## config.mk

```make
export PLATFORM = sky130hd
export DESIGN_NAME = inst_fetch_ctrl
export DESIGN_NICKNAME = d
export VERILOG_FILES = /design/src/rtl/inst_fetch_ctrl.sv
export SDC_FILE = /design/constraint.sdc
export NUM_CORES = 1
export LEC_CHECK = 0
export ABC_AREA = 0
export BUFFER_PORTS_ARGS = -buffer_cell sky130_fd_sc_hd__buf_2
export CORE_MARGIN = 4
export CORE_UTILIZATION = 56
export CTS_CLUSTER_SIZE = 28
export DETAILED_ROUTE_END_ITERATION = 8
export PLACE_DENSITY = 0.95
export SLEW_MARGIN = 40
export SYNTH_ARGS = -nofsm -noshare
export SYNTH_HDL_FRONTEND = slang
export SYNTH_SLANG_ARGS = --single-unit
```

## constraint.sdc

```tcl
create_clock -name CLK -period 4.3 [get_ports CLK]
set_clock_uncertainty 0.05 [all_clocks]
set_input_delay 0.43 -clock CLK [delete_from_list [all_inputs] [get_ports CLK]]
set_output_delay 0.43 -clock CLK [all_outputs]
set_load 0.005 [all_outputs]
```

## src/rtl/inst_fetch_ctrl.sv

```systemverilog
// Program counter and fetch sequencer for the instruction ROM: runs from Start to Halt,
// applies sequential, absolute and PC-relative updates, honours stalls and counts retired instructions.
module inst_fetch_ctrl #(
   parameter int IW = 16,
   parameter int OW = 8,
   parameter int CW = 16,
   parameter logic [IW-1:0] START_ADDR = '0
) (
   input  logic          CLK,
   input  logic          Reset,
   input  logic          Start,
   input  logic          Stall,
   input  logic          HaltReq,
   input  logic          BranchAbs,
   input  logic [IW-1:0] Target,
   input  logic          BranchRel,
   input  logic [OW-1:0] Offset,
   output logic [IW-1:0] InstAddress,
   output logic          Running,
   output logic          Done,
   output logic [CW-1:0] InstCount,
   output logic [1:0]    dbg_state
);

   // Handshake: Start is a level sampled only in IDLE/DONE; Done stays high until the
   // next accepted Start, which drops it on the same edge the run begins.
   typedef enum logic [1:0] {
      S_IDLE = 2'd0,
      S_RUN  = 2'd1,
      S_DONE = 2'd2
   } state_t;

   state_t        state_q, state_d;
   logic [IW-1:0] pc_q, pc_d;
   logic [CW-1:0] cnt_q, cnt_d;
   logic [IW-1:0] off_ext;

   assign off_ext = IW'($signed(Offset));

   always_ff @(posedge CLK) begin
      if (Reset) begin
         state_q <= S_IDLE;
         pc_q    <= START_ADDR;
         cnt_q   <= '0;
      end else begin
         state_q <= state_d;
         pc_q    <= pc_d;
         cnt_q   <= cnt_d;
      end
   end

   always_comb begin
      state_d = state_q;
      pc_d    = pc_q;
      cnt_d   = cnt_q;
      case (state_q)
         S_IDLE, S_DONE: begin
            if (Start) begin
               state_d = S_RUN;
               pc_d    = START_ADDR;
               cnt_d   = '0;
            end
         end
         S_RUN: begin
            // A stalled cycle retires nothing; every other RUN cycle retires one instruction.
            if (!Stall) begin
               if (cnt_q != {CW{1'b1}}) cnt_d = cnt_q + CW'(1);
               if (HaltReq)        state_d = S_DONE;
               else if (BranchAbs) pc_d    = Target;
               else if (BranchRel) pc_d    = pc_q + off_ext;
               else                pc_d    = pc_q + IW'(1);
            end
         end
         default: state_d = S_IDLE;
      endcase
   end

   assign InstAddress = pc_q;
   assign InstCount   = cnt_q;
   assign Running     = (state_q == S_RUN);
   assign Done        = (state_q == S_DONE);
   assign dbg_state   = state_q;

endmodule

```

==> impl_metrics.prom <==
# TYPE chip_impl_metric gauge
chip_impl_info{name="run_status",value="finished clean"} 1
chip_impl_info{name="grt_setup_unrepaired",value="false"} 1
chip_impl_info{name="synth_top_family_by_area",value="simple AND/OR/NAND/NOR gates"} 1
chip_impl_metric{name="wp_data_required",unit="ps"} 4460
chip_impl_metric{name="first_global_vias",unit=""} 2110
chip_impl_metric{name="power-per-cell-area",unit="nW/um^2"} 242.9
chip_impl_metric{name="syn_nets",unit=""} 325
chip_impl_metric{name="asyncSetResetFlopFracSynth",unit="%"} 0
chip_impl_metric{name="clk-insertion-delay-late",unit="ps"} 280
chip_impl_info{name="worstSetupStartpointType",value="input pin"} 1
chip_impl_metric{name="grt_first_pass_wirelength",unit="um"} 9653
chip_impl_metric{name="fp-row-count",unit=""} 22
chip_impl_metric{name="syn_area_per_cell",unit="sq um"} 7.964
chip_impl_info{name="critical_path.startpoint",value="BranchRel"} 1
chip_impl_metric{name="initial_core_util",unit="%"} 59.75
chip_impl_info{name="synth_top_area_cell",value="sky130_fd_sc_hd__dfxtp_1"} 1
chip_impl_metric{name="layout.core_utilization",unit="%"} 70.69
chip_impl_metric{name="p_leak",unit="nW"} 1.153
chip_impl_metric{name="drtAntennaViolNets",unit=""} 0
chip_impl_metric{name="drc",unit=""} 0
chip_impl_metric{name="worst_hold_slack",unit="ps"} 372.9
chip_impl_metric{name="post_synth_fa_ha_maj_area_fraction",unit="%"} 5.292
chip_impl_metric{name="worst_path_largest_cell_delay",unit="ps"} 410
chip_impl_metric{name="grtUsageTotal",unit="%"} 23.00
chip_impl_metric{name="fin_total_pwr",unit="mW"} 0.6521
chip_impl_info{name="tritoncts",value="built"} 1
chip_impl_info{name="hold_wc_startpoint",value="Target[6]"} 1
chip_impl_metric{name="pin_count",unit=""} 67
chip_impl_metric{name="warnings_synthesis",unit=""} 0
chip_impl_info{name="endpoint_kind",value="register"} 1
chip_impl_metric{name="cp_data_arrival_time",unit="ps"} 2740
chip_impl_info{name="hp-class",value="in -> reg"} 1
chip_impl_metric{name="post-cts-setup-buffer-count",unit=""} 0
chip_impl_metric{name="clkTransAtPathRegs",unit="ps"} 70
chip_impl_metric{name="totalWireLength",unit="um"} 5825
chip_impl_metric{name="drt_first_iter_violations",unit=""} 211
chip_impl_metric{name="hold_viol_final",unit=""} 0
chip_impl_info{name="cpMostUsedCell",value="sky130_fd_sc_hd__a31oi_1"} 1
chip_impl_metric{name="synth-edff-count",unit=""} 0
chip_impl_metric{name="antenna_found_initial",unit=""} 0
chip_impl_metric{name="tightestPinTransition",unit="ps"} 729.4
chip_impl_info{name="synth_ff_type",value="sky130_fd_sc_hd__dfxtp_1"} 1
chip_impl_metric{name="viasPerCell",unit=""} 5.906
chip_impl_metric{name="die_w",unit="um"} 71.67
chip_impl_info{name="synth_most_common_cell",value="sky130_fd_sc_hd__dfxtp_1"} 1
chip_impl_metric{name="cp_bufs_invs",unit=""} 1
chip_impl_metric{name="routabilityCongestion",unit=""} 0.9066
chip_impl_info{name="worstPathCellList",value="buf_2 > nand2b_1 > ha_1 > fa_1 > a21o_1 > a31oi_1 > or2_2 > o221ai_2 > mux2i_1 > or3_1 > a31oi_1"} 1
chip_impl_metric{name="synth_seq_area_share",unit="%"} 29.99
chip_impl_metric{name="area_share_of_and_or_nand_nor_cells_after_synthesis",unit="%"} 26.90
chip_impl_metric{name="synth.cell_area",unit="sq um"} 2270
chip_impl_metric{name="power.ir.vdd_worst",unit="mV"} 0.1713
chip_impl_metric{name="synth.area.mux_share",unit="%"} 4.024
chip_impl_info{name="timing.critical_path.slowest_stage_cell",value="sky130_fd_sc_hd__fa_1"} 1
chip_impl_metric{name="timing.final.setup_violations",unit=""} 0
chip_impl_metric{name="tns",unit="ps"} 0
chip_impl_metric{name="standard_cell_core_area",unit="sq um"} 3799
chip_impl_metric{name="grt-ovfl-total",unit=""} 0
chip_impl_metric{name="via_count",unit=""} 2321
chip_impl_metric{name="fp.dieArea",unit="sq um"} 5136
chip_impl_metric{name="post_cts_hold_buffer_count",unit=""} 0
chip_impl_metric{name="multiInputGateArea",unit="sq um"} 1490
chip_impl_metric{name="synth_largest_type_area_fraction",unit="%"} 29.99
chip_impl_info{name="critical-path-top-delay-family",value="compound AO/OA/AOI/OAI gates"} 1
chip_impl_metric{name="layout.nets",unit=""} 385
chip_impl_info{name="synth.cells.most_frequent",value="34 x sky130_fd_sc_hd__dfxtp_1, 28 x sky130_fd_sc_hd__nor2_1, 19 x sky130_fd_sc_hd__nand2_1"} 1
chip_impl_metric{name="critical_path_peak_fanout",unit=""} 12
chip_impl_metric{name="num-fill-cells",unit=""} 323
chip_impl_metric{name="min_period_over_period",unit="%"} 59.99
chip_impl_metric{name="yosys_register_bits",unit=""} 34
chip_impl_metric{name="synth-xor-area-share",unit="%"} 8.875
chip_impl_metric{name="synthesis.instances",unit=""} 285
chip_impl_info{name="clock-root-buffer",value="sky130_fd_sc_hd__clkbuf_8"} 1
chip_impl_metric{name="die_h",unit="um"} 71.67
chip_impl_metric{name="cts_max_path_buffers",unit=""} 2
chip_impl_metric{name="achievable-frequency",unit="MHz"} 387.6
chip_impl_metric{name="drv_slew",unit=""} 0
chip_impl_metric{name="n_antenna_cell",unit=""} 0
chip_impl_metric{name="cts_resized",unit=""} 0
chip_impl_metric{name="tritoncts.num_buffers",unit=""} 5
chip_impl_metric{name="maxCapViolCount",unit=""} 0
chip_impl_metric{name="numClockSinks",unit=""} 34
chip_impl_metric{name="synth-compound-area-share",unit="%"} 20.56
chip_impl_metric{name="syn_to_final_growth",unit="%"} 18.30
chip_impl_metric{name="seqCellArea",unit="sq um"} 680.7
chip_impl_info{name="top_area_cells_in_the_synthesized_netlist",value="sky130_fd_sc_hd__dfxtp_1 30%, sky130_fd_sc_hd__nor2_1 4.6%, sky130_fd_sc_hd__xnor2_1 4.6%"} 1
chip_impl_metric{name="clock_tree.htree_level_count",unit=""} 2
chip_impl_metric{name="numPortBuffers",unit=""} 66
chip_impl_metric{name="final_layout_size_suffix_gt1_share",unit="%"} 24.64
chip_impl_info{name="crit-reg2reg-launch",value="InstAddress[0]$_SDFFE_PP0P_"} 1
chip_impl_metric{name="hpwl",unit="um"} 4252
chip_impl_metric{name="drtPass1Iterations",unit=""} 5
chip_impl_metric{name="pin_count_of_the_biggest_net_entering_global_routing",unit=""} 27
chip_impl_metric{name="max_slew_margin",unit="%"} 51.37
chip_impl_metric{name="yosysUniqueCellTypes",unit=""} 49
chip_impl_info{name="crit_type",value="in -> reg"} 1
chip_impl_metric{name="wl_per_cell",unit="um"} 14.82
chip_impl_metric{name="period_minus_slack",unit="ps"} 2580
## registers in the layout (all words and copies together), names as in the netlist
name,cells
InstCount,16
dbg_state,2
InstAddress,16
## logic make-up (layout without fill, tap and decap cells)
family | after synthesis | after routing
AOI/OAI and AO/OA | 68 | 68
adders and majority gates | 9 | 9
and+or+nand+nor | 118 | 118
muxes | 9 | 9
buffers and inverters | 24 | 84
DFF | 34 | 34
xor gates and xnor gates | 23 | 23
## power by group
group	switching (mW)	internal, mW	leakage [nW]
clock network	0.115	0.109	0.0438
registers	0.00726	0.319	0.275
logic	0.0581	0.0432	0.834
total	0.181	0.471	1.15
## tightest hold or removal path, cell delays in order
cell and delay [ps]:
sky130_fd_sc_hd__buf_2 80, sky130_fd_sc_hd__a222oi_1 70, sky130_fd_sc_hd__nor2_1 90
## metal layers
layer	GRT usage (%)	vias up	part of all wire, %
met1	30.18	1077	44
met3	4.348	9	6.5
met5	0	-	0
li1	-	1148	-
met2	38.06	87	48
met4	7.098	0	1.4
## final cells by class
type	count	share of cell area [%]
Clock buffer	5	2.563
Clock inverter	2	0.3728
Inverter	10	1.398
Multi-Input combinational cell	227	55.50
Sequential cell	34	25.35
Tap cell	48	2.237
Timing Repair Buffer	67	12.58
## cells in the final DEF, fill, tap and decap left out, drive strengths merged, types with 3 or more instances in the layout
| master | instances |
|---|---|
| nand2b | 6 |
| a31oi | 5 |
| inv | 10 |
| nand3 | 10 |
| and3 | 8 |
| nand2 | 21 |
| a32oi | 3 |
| or3 | 11 |
| dfxtp | 34 |
| o211ai | 3 |
| xor2 | 11 |
| nor3 | 13 |
| xnor2 | 12 |
| a21oi | 16 |
| clkbuf | 5 |
| and2 | 8 |
| nand4 | 6 |
| o21ai | 14 |
| buf | 67 |
| a22oi | 9 |
| nor2 | 28 |
| mux2i | 8 |
| ha | 8 |
| o22ai | 5 |
## path summary, 6_finish.rpt
kind	end	slack [ps]	depth (start not counted)
worst max-delay path	InstAddress[14]$_SDFFE_PP0P_	1720	11
worst min register to register	InstCount[1]$_SDFFE_PP0P_	460	2
worst max register to register	InstAddress[14]$_SDFFE_PP0P_	1820	9
worst min-delay path	InstAddress[6]$_SDFFE_PP0P_	370	3
## through the flow
step	setup WS (ps)	instances	instance area (sq um)
after floorplan	1658	285	2270
after global placement	1545	386	2606
after CTS	1743	393	2685
after detailed placement	1448	386	2606
after global routing	1510	393	2685
final	1720	393	2685
(Power assumes the default switching activity.)
